`config.mk`:
```
export PLATFORM = sky130hd
export DESIGN_NAME = fetch_unit_flat
export DESIGN_NICKNAME = d
export VERILOG_FILES = /design/src/rtl/riscv_pkg.sv /design/src/rtl/fetch_unit_if.sv /design/src/rtl/fetch_fifo.sv /design/src/rtl/fetch_unit.sv /design/src/flat_wrapper.sv
export SDC_FILE = /design/constraint.sdc
export NUM_CORES = 1
export LEC_CHECK = 0
export CORE_MARGIN = 4
export CORE_UTILIZATION = 47
export DETAILED_ROUTE_END_ITERATION = 12
export PLACE_DENSITY = 0.88
export SLEW_MARGIN = 20
export SYNTH_ARGS = -nofsm -noshare
export SYNTH_HDL_FRONTEND = slang
export SYNTH_SLANG_ARGS = --single-unit
```
`constraint.sdc`:
```
create_clock -name clk -period 5.3 [get_ports clk]
set_clock_uncertainty 0.15 [all_clocks]
set_input_delay 1.06 -clock clk [delete_from_list [all_inputs] [get_ports clk]]
set_output_delay 1.06 -clock clk [all_outputs]
set_load 0.05 [all_outputs]
```
`src/rtl/riscv_pkg.sv`:
```
// Shared RV32I constants and the fetch-stage entry type.
// Imported by the fetch interface, the fetch unit and its buffer.
package riscv_pkg;

    localparam int XLEN = 32;
    localparam int ILEN = 32;

    localparam logic [6:0]      OPC_OP     = 7'b0110011;
    localparam logic [6:0]      OPC_OP_IMM = 7'b0010011;
    localparam logic [6:0]      OPC_LUI    = 7'b0110111;
    localparam logic [ILEN-1:0] NOP        = 32'h0000_0013;

    typedef struct packed {
        logic [ILEN-1:0] inst;
        logic [XLEN-1:0] pc;
    } fetch_entry_t;

    function automatic logic [XLEN-1:0] word_align(input logic [XLEN-1:0] addr);
        return {addr[XLEN-1:2], 2'b00};
    endfunction

endpackage

```
`src/rtl/fetch_unit_if.sv`:
```
// Bus bundle between the fetch unit, instruction memory and decode.
// master = fetch unit side, slave = memory/decode/branch-unit side.
interface fetch_unit_if;

    logic                      imem_req_valid;
    logic                      imem_req_ready;
    logic [riscv_pkg::XLEN-1:0] imem_req_addr;
    logic                      imem_rsp_valid;
    logic [riscv_pkg::ILEN-1:0] imem_rsp_data;
    logic                      redirect_valid;
    logic [riscv_pkg::XLEN-1:0] redirect_pc;
    logic                      inst_valid;
    logic                      inst_ready;
    logic [riscv_pkg::ILEN-1:0] inst_data;
    logic [riscv_pkg::XLEN-1:0] inst_pc;

    modport master (
        output imem_req_valid, imem_req_addr, inst_valid, inst_data, inst_pc,
        input  imem_req_ready, imem_rsp_valid, imem_rsp_data,
               redirect_valid, redirect_pc, inst_ready
    );

    modport slave (
        input  imem_req_valid, imem_req_addr, inst_valid, inst_data, inst_pc,
        output imem_req_ready, imem_rsp_valid, imem_rsp_data,
               redirect_valid, redirect_pc, inst_ready
    );

endinterface

```
`src/rtl/fetch_fifo.sv`:
```
// Small synchronous FIFO with flush; head is read combinationally and
// forced to zero while empty so stale storage never leaks out.
module fetch_fifo #(
    parameter int WIDTH = 32,
    parameter int DEPTH = 2
) (
    input  logic                     clk,
    input  logic                     rst_n,
    input  logic                     flush,
    input  logic                     push,
    input  logic [WIDTH-1:0]         push_data,
    input  logic                     pop,
    output logic [WIDTH-1:0]         head_data,
    output logic [$clog2(DEPTH):0]   count,
    output logic                     full,
    output logic                     empty
);

    localparam int AW = $clog2(DEPTH);
    localparam int CW = AW + 1;

    logic [WIDTH-1:0] mem_q [DEPTH];
    logic [WIDTH-1:0] mem_d [DEPTH];
    logic [AW-1:0]    wptr_q, wptr_d;
    logic [AW-1:0]    rptr_q, rptr_d;
    logic [CW-1:0]    count_q, count_d;
    logic             do_push, do_pop;

    assign empty   = (count_q == '0);
    assign full    = (count_q == CW'(DEPTH));
    assign count   = count_q;
    assign do_pop  = pop && !empty;
    assign do_push = push && (!full || do_pop);

    always_comb begin
        wptr_d  = wptr_q;
        rptr_d  = rptr_q;
        count_d = count_q;
        if (flush) begin
            wptr_d  = '0;
            rptr_d  = '0;
            count_d = '0;
        end else begin
            if (do_push) wptr_d = wptr_q + AW'(1);
            if (do_pop)  rptr_d = rptr_q + AW'(1);
            count_d = count_q + CW'(do_push) - CW'(do_pop);
        end
    end

    always_ff @(posedge clk) begin
        if (!rst_n) begin
            wptr_q  <= '0;
            rptr_q  <= '0;
            count_q <= '0;
        end else begin
            wptr_q  <= wptr_d;
            rptr_q  <= rptr_d;
            count_q <= count_d;
        end
    end

    // Storage is not reset: the head is masked whenever the FIFO is empty.
    for (genvar gi = 0; gi < DEPTH; gi++) begin : g_mem
        assign mem_d[gi] = (do_push && (wptr_q == AW'(gi))) ? push_data : mem_q[gi];
        always_ff @(posedge clk) begin
            mem_q[gi] <= mem_d[gi];
        end
    end

    assign head_data = empty ? '0 : mem_q[rptr_q];

endmodule

```
`src/rtl/fetch_unit.sv`:
```
// RV32I fetch stage: PC, credit-limited memory requests, response buffer
// and redirect/flush with dropping of in-flight responses.
module fetch_unit
    import riscv_pkg::*;
#(
    parameter logic [XLEN-1:0] RESET_PC   = 32'h0000_0000,
    parameter int              FIFO_DEPTH = 2
) (
    input  logic         clk,
    input  logic         rst_n,
    fetch_unit_if.master bus
);

    localparam int CW = $clog2(FIFO_DEPTH) + 1;

    logic [XLEN-1:0] pc_q, pc_d;
    logic [CW-1:0]   out_q, out_d;
    logic [CW-1:0]   drop_q, drop_d;
    logic [CW-1:0]   out_next;
    logic [CW:0]     credit_used;

    logic            accept, pop, rsp, live_rsp, redirect;
    fetch_entry_t    push_entry, head_entry;
    logic [CW-1:0]   data_count, tag_count;
    logic            data_full, data_empty, tag_full, tag_empty;
    logic [XLEN-1:0] tag_head;

    assign redirect = bus.redirect_valid;
    assign accept   = bus.imem_req_valid && bus.imem_req_ready;
    assign pop      = bus.inst_valid && bus.inst_ready;
    assign rsp      = bus.imem_rsp_valid;
    assign live_rsp = rsp && (drop_q == '0) && !redirect;

    // A pop on this edge frees its slot in time for any response to a new request.
    assign credit_used = {1'b0, out_q} + {1'b0, data_count} - (CW+1)'(pop);

    assign bus.imem_req_valid = rst_n && !redirect && (credit_used < (CW+1)'(FIFO_DEPTH));
    assign bus.imem_req_addr  = pc_q;

    assign out_next = out_q + CW'(accept) - CW'(rsp);

    always_comb begin
        pc_d   = pc_q;
        out_d  = out_next;
        drop_d = drop_q;
        if (accept) pc_d = pc_q + 32'd4;
        if (redirect) begin
            pc_d   = word_align(bus.redirect_pc);
            drop_d = out_next;
        end else if (rsp && (drop_q != '0)) begin
            drop_d = drop_q - CW'(1);
        end
    end

    always_ff @(posedge clk) begin
        if (!rst_n) begin
            pc_q   <= RESET_PC;
            out_q  <= '0;
            drop_q <= '0;
        end else begin
            pc_q   <= pc_d;
            out_q  <= out_d;
            drop_q <= drop_d;
        end
    end

    assign push_entry = '{inst: bus.imem_rsp_data, pc: tag_head};

    fetch_fifo #(.WIDTH(XLEN), .DEPTH(FIFO_DEPTH)) u_tag_fifo (
        .clk       (clk),
        .rst_n     (rst_n),
        .flush     (redirect),
        .push      (accept),
        .push_data (pc_q),
        .pop       (live_rsp),
        .head_data (tag_head),
        .count     (tag_count),
        .full      (tag_full),
        .empty     (tag_empty)
    );

    fetch_fifo #(.WIDTH(ILEN + XLEN), .DEPTH(FIFO_DEPTH)) u_data_fifo (
        .clk       (clk),
        .rst_n     (rst_n),
        .flush     (redirect),
        .push      (live_rsp),
        .push_data (push_entry),
        .pop       (pop),
        .head_data (head_entry),
        .count     (data_count),
        .full      (data_full),
        .empty     (data_empty)
    );

    assign bus.inst_valid = !data_empty;
    assign bus.inst_data  = head_entry.inst;
    assign bus.inst_pc    = head_entry.pc;

    // Invariants of the credit scheme: every live response has a tag and a slot.
    always @(posedge clk) begin
        if (rst_n) begin
            assert (drop_q <= out_q);
            assert (tag_count == out_q - drop_q);
            assert (!(live_rsp && tag_empty));
            assert (!(live_rsp && data_full && !pop));
            assert (!(accept && tag_full));
        end
    end

endmodule
```
`src/flat_wrapper.sv`:
```
// flat-port wrapper written by rule: the top's interface ports become plain ports
module fetch_unit_flat import riscv_pkg::*;
#(
    parameter logic [XLEN-1:0] RESET_PC   = 32'h0000_0000,
    parameter int              FIFO_DEPTH = 2
)
  (clk, rst_n, bus_imem_req_valid, bus_imem_req_addr, bus_inst_valid, bus_inst_data, bus_inst_pc, bus_imem_req_ready, bus_imem_rsp_valid, bus_imem_rsp_data, bus_redirect_valid, bus_redirect_pc, bus_inst_ready);
  fetch_unit_if bus_i ();
  input  logic clk;
  input  logic rst_n;
  output wire logic [$bits(bus_i.imem_req_valid)-1:0] bus_imem_req_valid;
  output wire logic [$bits(bus_i.imem_req_addr)-1:0] bus_imem_req_addr;
  output wire logic [$bits(bus_i.inst_valid)-1:0] bus_inst_valid;
  output wire logic [$bits(bus_i.inst_data)-1:0] bus_inst_data;
  output wire logic [$bits(bus_i.inst_pc)-1:0] bus_inst_pc;
  input wire logic [$bits(bus_i.imem_req_ready)-1:0] bus_imem_req_ready;
  input wire logic [$bits(bus_i.imem_rsp_valid)-1:0] bus_imem_rsp_valid;
  input wire logic [$bits(bus_i.imem_rsp_data)-1:0] bus_imem_rsp_data;
  input wire logic [$bits(bus_i.redirect_valid)-1:0] bus_redirect_valid;
  input wire logic [$bits(bus_i.redirect_pc)-1:0] bus_redirect_pc;
  input wire logic [$bits(bus_i.inst_ready)-1:0] bus_inst_ready;
  assign bus_imem_req_valid = bus_i.imem_req_valid;
  assign bus_imem_req_addr = bus_i.imem_req_addr;
  assign bus_inst_valid = bus_i.inst_valid;
  assign bus_inst_data = bus_i.inst_data;
  assign bus_inst_pc = bus_i.inst_pc;
  assign bus_i.imem_req_ready = bus_imem_req_ready;
  assign bus_i.imem_rsp_valid = bus_imem_rsp_valid;
  assign bus_i.imem_rsp_data = bus_imem_rsp_data;
  assign bus_i.redirect_valid = bus_redirect_valid;
  assign bus_i.redirect_pc = bus_redirect_pc;
  assign bus_i.inst_ready = bus_inst_ready;
  fetch_unit #(.RESET_PC(RESET_PC), .FIFO_DEPTH(FIFO_DEPTH)) u_core (.clk(clk), .rst_n(rst_n), .bus(bus_i));
endmodule
```
-- Word-level counts from Yosys, hierarchy flattened
Memories as Yosys holds them, arrays and structs flattened. A register that Yosys moved wholly into a read port is not among the register bits.
Index checks and enable logic that the tools add are counted.
Widths: inputs -> output; s select.
- bits in registers: 44
- word-level logic and storage cells: 87
- RAM bits: 192
- memories: 2
- output and inout bits: 98
- input bits: 70
- memory list (name ; depth ; width ; rd ports ; clocked after memory_dff ; write ports ; RTL line ; source):
    u_core.u_data_fifo.mem_q ; 2 ; 64 ; 1 ; 1 ; 1 ; fetch_fifo.sv:22 ; logic [WIDTH-1:0] mem_q [DEPTH];
    u_core.u_tag_fifo.mem_q ; 2 ; 32 ; 1 ; 1 ; 1 ; fetch_fifo.sv:22 ;
- muxes and demuxes: 20
- equality and inequality tests: 6
- bitwise operators: 3
- $lt $le $gt $ge: 1
- reduce and logical (&&, ||, !) cells: 31
- add/subtract/negate cells: 14
- operators with widths (cell ; count):
    $mux 64 ; 4
    $mux 32 ; 6
    $reduce_or 64->1 ; 1
    $add 32x3->32 const B ; 1
    $reduce_or 32->1 ; 1
    $logic_and 1x1->1 ; 15
    $mux 1 ; 8
    $add 2x1->2 ; 3
    $logic_not 2->1 ; 3
    $reduce_bool 2->1 ; 3
    $sub 2x1->2 ; 3
    $logic_not 1->1 ; 5
    $add 1x1->1 const B ; 4
    $eq 2x2->1 const B ; 2
    $mux 2 ; 2
    $ne 1x1->1 const B ; 4
    $add 2x2->3 ; 1
    $lt 3x2->1 const B ; 1
    $not 1->1 ; 3
    $sub 3x1->3 ; 1
    $logic_or 1x1->1 ; 2
    $reduce_or 2->1 ; 1
    $sub 2x1->2 const B ; 1

-- Logic depth before layout (Yosys ltp)
- depth after elaboration: 12
- depth in mapped cells: 15
- mapped depth without buffers: 15

-- Cells and area by module
A second synthesis with hierarchy kept.
- cells, all modules: 737
- area, all modules: 9863.2 um^2
- modules (own cells, without submodules) (module ; sequential area each (um^2) ; area an instance (um^2) ; cells an instance ; instances):
    fetch_fifo at u_core.u_data_fifo ; 3943.8 ; 5054.8 ; 300 ; 1
    fetch_fifo at u_core.u_tag_fifo ; 2021.9 ; 2650.0 ; 165 ; 1
    fetch_unit ; 680.7 ; 2158.3 ; 272 ; 1

-- Worst setup path after synthesis
Ideal clock, no wire load.
- path type: register -> register
- from: register u_core.u_data_fifo.count_q[0], in the netlist u_core.u_data_fifo.count[0]
- to: memory u_core.u_tag_fifo.mem_q[2][10], in the netlist u_core.u_tag_fifo.mem_q[1][10] (enable)
- buffers on the path: 0
- period minus slack after synthesis: 5520 ps
- stages on the path, launching flop included: 11
- setup slack: -220 ps
- data arrival time: 4909 ps
- library setup time: 461 ps
- cell sequence: dfxtp_1 nor2_1 inv_1 and2_0 ha_1 nand2b_1 fa_1 nand2_1 nor2_4 nand2_4 nor3b_1
- longest elaborated chain between the ends: 12
- elaborated cells on any way between the ends: 16
- classes of those cells: add/sub (2); order compare (1); eq/ne (2); mux (2); reduce/logical (9)
- ends and longest elaborated chain (what ; RTL line ; source):
    start: declaration ; fetch_fifo.sv:26 ; logic [CW-1:0] count_q, count_d;
    start signal: assignment ; fetch_fifo.sv:58 ; count_q <= count_d;
    $logic_not 2->1 * ; fetch_fifo.sv:29 ; assign empty = (count_q == '0);
    $logic_not 1->1 * ; fetch_unit.sv:95 ; assign bus.inst_valid = !data_empty;
    net bus_inst_valid ; flat_wrapper.sv:13 ; output wire logic [$bits(bus_i.inst_valid)-1:0] bus_inst_valid;
    $logic_and 1x1->1 * ; fetch_unit.sv:30 ; assign pop = bus.inst_valid && bus.inst_ready;
    $sub 3x1->3 * ; fetch_unit.sv:35 ; assign credit_used = {1'b0, out_q} + {1'b0, data_count} - (CW+1)'(pop);
    $lt 3x2->1 * ; fetch_unit.sv:37 ; assign bus.imem_req_valid = rst_n && !redirect && (credit_used < (CW+1)'(FIFO_DEPTH));
    $logic_and 1x1->1 * ; fetch_unit.sv:37 ;
    $logic_and 1x1->1 * ; fetch_unit.sv:29 ; assign accept = bus.imem_req_valid && bus.imem_req_ready;
    $logic_and 1x1->1 * ; fetch_fifo.sv:33 ; assign do_push = push && (!full || do_pop);
    $logic_and 1x1->1 ; fetch_fifo.sv:64 ; assign mem_d[gi] = (do_push && (wptr_q == AW'(gi))) ? push_data : mem_q[gi];
    $ne 1x1->1 (no line) ; -- ;
    $reduce_or 32->1 (no line) ; -- ;
    $mux 1 (no line) ; -- ;
    end: declaration ; fetch_fifo.sv:22 ;
The timed path passes the listed nets; every way through them passes the cells marked *.

-- Worst setup path after layout
- from: input port bus_inst_ready
- to: output port bus_imem_req_valid
- longest elaborated chain between the ends: 4
- ends and longest elaborated chain (what ; RTL line ; source):
    start: declaration ; flat_wrapper.sv:21 ; input wire logic [$bits(bus_i.inst_ready)-1:0] bus_inst_ready;
    $logic_and 1x1->1 ; fetch_unit.sv:30 ;
    $sub 3x1->3 ; fetch_unit.sv:35 ;
    $lt 3x2->1 ; fetch_unit.sv:37 ;
    $logic_and 1x1->1 ; fetch_unit.sv:37 ;
    end: declaration ; flat_wrapper.sv:11 ; output wire logic [$bits(bus_i.imem_req_valid)-1:0] bus_imem_req_valid;
No other way between the ends.

==> results.md <==
- Result of the run: finished clean
- Core Box Area: 19460 um2
- Cts bufs inserted: 24
- GRT overflow: 0
- Arrival @ worst endpoint: 3360 ps
- Top_reg_cell synth: edfxtp_1
- First-pass GRT wire length: 31520 um
- Post-CTS setup buffer count: 0
- Count of cell types in the netlist: 54
- RSZ-0062 raised after global routing: false
- IO Count: 168
- Max Cap Viol: 0
- Clock transition at path regs: 60 ps
- Sw frac: 23.91%
- Final wirelength: 19990 um
- Pwr/cell area: 347.7 nW/um2
- Largest area contributor in the netlist: edfxtp_1
- Lkg Pwr: 3.977 nW
- Clk Tree Root Cell: clkbuf_16
- Largest net degree at the start of global routing: 63
- Drt via density: 5.243
- Fraction of layout cells with a size suffix above 1: 7.870%
- Required time of the critical path: 4090 ps
- Final count of negative-setup-slack endpoints: 0
- CTS tree: built
- DR WL/cell: 17.71 um
- Power Internal: 3.193 mW
- Max Fclk: 0.2187 GHz
- # DRC: 0
- Number of nets in the layout: 926
- Comb pwr share: 11.3%
- Die ar.: 22160 um2
- Placer Congestion: 0.8561
- Initial antenna violation count: 0
- Mapped Avg Cell Area: 13.70 um2
- Max Buffers Root-to-Sink: 3
- Worst setup EP type: primary output
- Mapped cell area: 9326 um2
- Antenna-violating nets left: 0
- Cts repair resizes: 0
- CP Launch Type: input pin
- Layout area overhead: 29.42%
- DRT Pass-1 Iters: 5
- Syn Inst Count: 681
- Final worst setup slack: 728.2 ps
- Rel. slew slack: 38.50%
- Clock Latency Late Sink: 500 ps
- Pre-CTS setup slack: 605.4 ps
- Vias in the first global route: 5975
- Crit path max fanout: 4
- Die extent in y: 148.9 um
- Post-synth top area share: 59.24%
- Chip Width: 148.9 um
- Critical path class: input pin to primary output
- FP Rows: 51
- Endpoints failing hold: 0
- Number of synthesized flops with an enable pin: 184
- Ant diodes: 0
- Final worst-path cycle share: 86.26%
- Ys async rst share: 0%
- All-Layer GR Usage: 17.68%
- Post-DP HPWL: 13170 um
- P_sw: 1.003 mW
- Register area share after synthesis: 68.69%
- IO buf count: 161
- Max Slew Vio Count: 0
- Initial Utilization: 47.92%
- Synth warnings: 0
- Worst min path class: flip-flop to flip-flop
- Clock group share of total power: 39.7%
- Post-synthesis register bit count: 228
- Tmin final: 4572 ps
- Routed vias: 5919
- Max rail drop VDD: 0.1975 mV
- Fin Hold WS: 377.7 ps
- H-Tree Depth: 1
- CTS sink cnt: 228
- Worst-margin pin slew: 922.5 ps
- DR iter-0 viols: 404
- Setup TNS: 0 ps
- Number of hold buffers added after CTS: 0
- Synth area leaders: edfxtp_1, mux2i_1, dfxtp_1
- Flop pwr share: 49.0%
==> cell families (layout without fill, tap and decap cells) <==
| kind of cell | Yosys count | count (layout) | synth area share [%] |
|---|---|---|---|
| AOI/OAI and AO/OA | 66 | 66 | 4.159 |
| xor gates and xnor gates | 35 | 35 | 3.287 |
| adders and majority gates | 9 | 9 | 1.288 |
| buffers and inverters | 47 | 227 | 2.053 |
| DFF | 228 | 228 | 68.69 |
| muxes | 93 | 93 | 9.981 |
| other | 1 | 4 | 0.04021 |
| and+or+nand+nor | 202 | 202 | 10.50 |
==> flip-flops by register name (all words and copies together) (netlist names), 2 cells and up, named ones only <==
name,count
u_core.bus.imem_req_addr,30
u_core.drop_q,2
u_core.u_tag_fifo.count,2
u_core.u_tag_fifo.mem_q,60
u_core.u_data_fifo.count,2
u_core.out_q,2
u_core.u_data_fifo.mem_q,124
==> final cells by class <==
| type | instances | area, um2 |
|---|---|---|
| Multi-Input combinational cell | 409 | 2781 |
| Sequential cell | 228 | 6411 |
| Timing Repair Buffer | 173 | 1712 |
| Fill cell | 1414 | 7392 |
| Tap cell | 265 | 331.6 |
| Clock inverter | 12 | 145.1 |
| Inverter | 11 | 41.29 |
| Clock buffer | 31 | 648.1 |
==> critical path, stage by stage <==
cell and delay (ps):
clkdlybuf4s50_1 510, and2_0 270, ha_1 260, nand2b_1 160
fa_1 420, xor2_1 260, and3_2 230, buf_4 190
==> placed cells by master, fill, tap and decap left out, drive strengths merged, types with 6 or more instances in the layout <==
cell type	netlist	routed
clkinv	1	8
and3	8	8
nand4	19	19
and2	9	9
xnor2	12	12
a21oi	23	23
ha	8	8
o21ai	24	24
edfxtp	184	184
mux2i	93	93
a211oi	6	6
dfxtp	44	44
inv	10	11
nand3	11	11
nor2	113	113
clkdlybuf4s50	0	160
buf	9	13
xor2	23	23
clkbuf	27	31
nand2	16	16
==> power by group through the flow <==
stage,clock network (mW),registers (mW),logic (mW)
final,1.67,2.06,0.474
after global placement,0,2.09,0.466
after CTS,1.70,2.06,0.478
after detailed placement,0,2.09,0.475
after global routing,1.78,2.06,0.507
after floorplan,0,2.14,0.244
==> per-stage QoR <==
stage	instances	cell area, um2	total power, mW	utilization (%)
after global placement	1086	11280	2.555	57.94
final	1129	12070	4.197	62.02
after CTS	1129	12070	4.234	62.02
after floorplan	684	9348	2.380	-
after detailed placement	1086	11280	2.570	57.94
after global routing	1129	12070	4.348	62.02
==> path summary, 6_finish.rpt <==
path	end	from	slack (ps)	cells past startpoint
max	bus_imem_req_valid	bus_inst_ready	730	8
min	u_core.u_data_fifo.rptr_q	u_core.u_data_fifo.rptr_q	380	2
max reg2reg	u_core.u_tag_fifo.count[1]	u_core.u_data_fifo.count[1]	1600	15
min reg2reg	u_core.u_data_fifo.rptr_q	u_core.u_data_fifo.rptr_q	380	2
==> layer usage <==
| layer | part of all wire [%] | global-route usage [%] | wire length [um] | vias to the layer above |
|---|---|---|---|---|
| met5 | 0 | 0 | 0 | - |
| met4 | 2.2 | 5.126 | 442 | 0 |
| met3 | 8.1 | 3.586 | 1619 | 34 |
| met2 | 47 | 29.19 | 9333 | 238 |
| met1 | 43 | 23.99 | 8594 | 2817 |
| li1 | - | - | - | 2830 |
==> cells in the mapped netlist, types with 2 or more instances <==
library cell / count
a211oi_1: 5
a21oi_1: 23
a31oi_1: 2
and2_1: 8
and3_1: 5
and3_2: 3
and4_1: 4
buf_1: 5
buf_4: 4
clkbuf_1: 27
dfxtp_1: 44
edfxtp_1: 184
ha_1: 8
inv_1: 9
mux2i_1: 93
nand2_1: 15
nand2b_1: 4
nand3_1: 10
nand4_1: 19
nor2_1: 112
nor3_1: 3
nor3b_1: 2
o21ai_0: 24
o22ai_1: 2
or3_1: 3
or4_1: 2
xnor2_1: 12
xor2_1: 23
(Power assumes the default switching activity.)
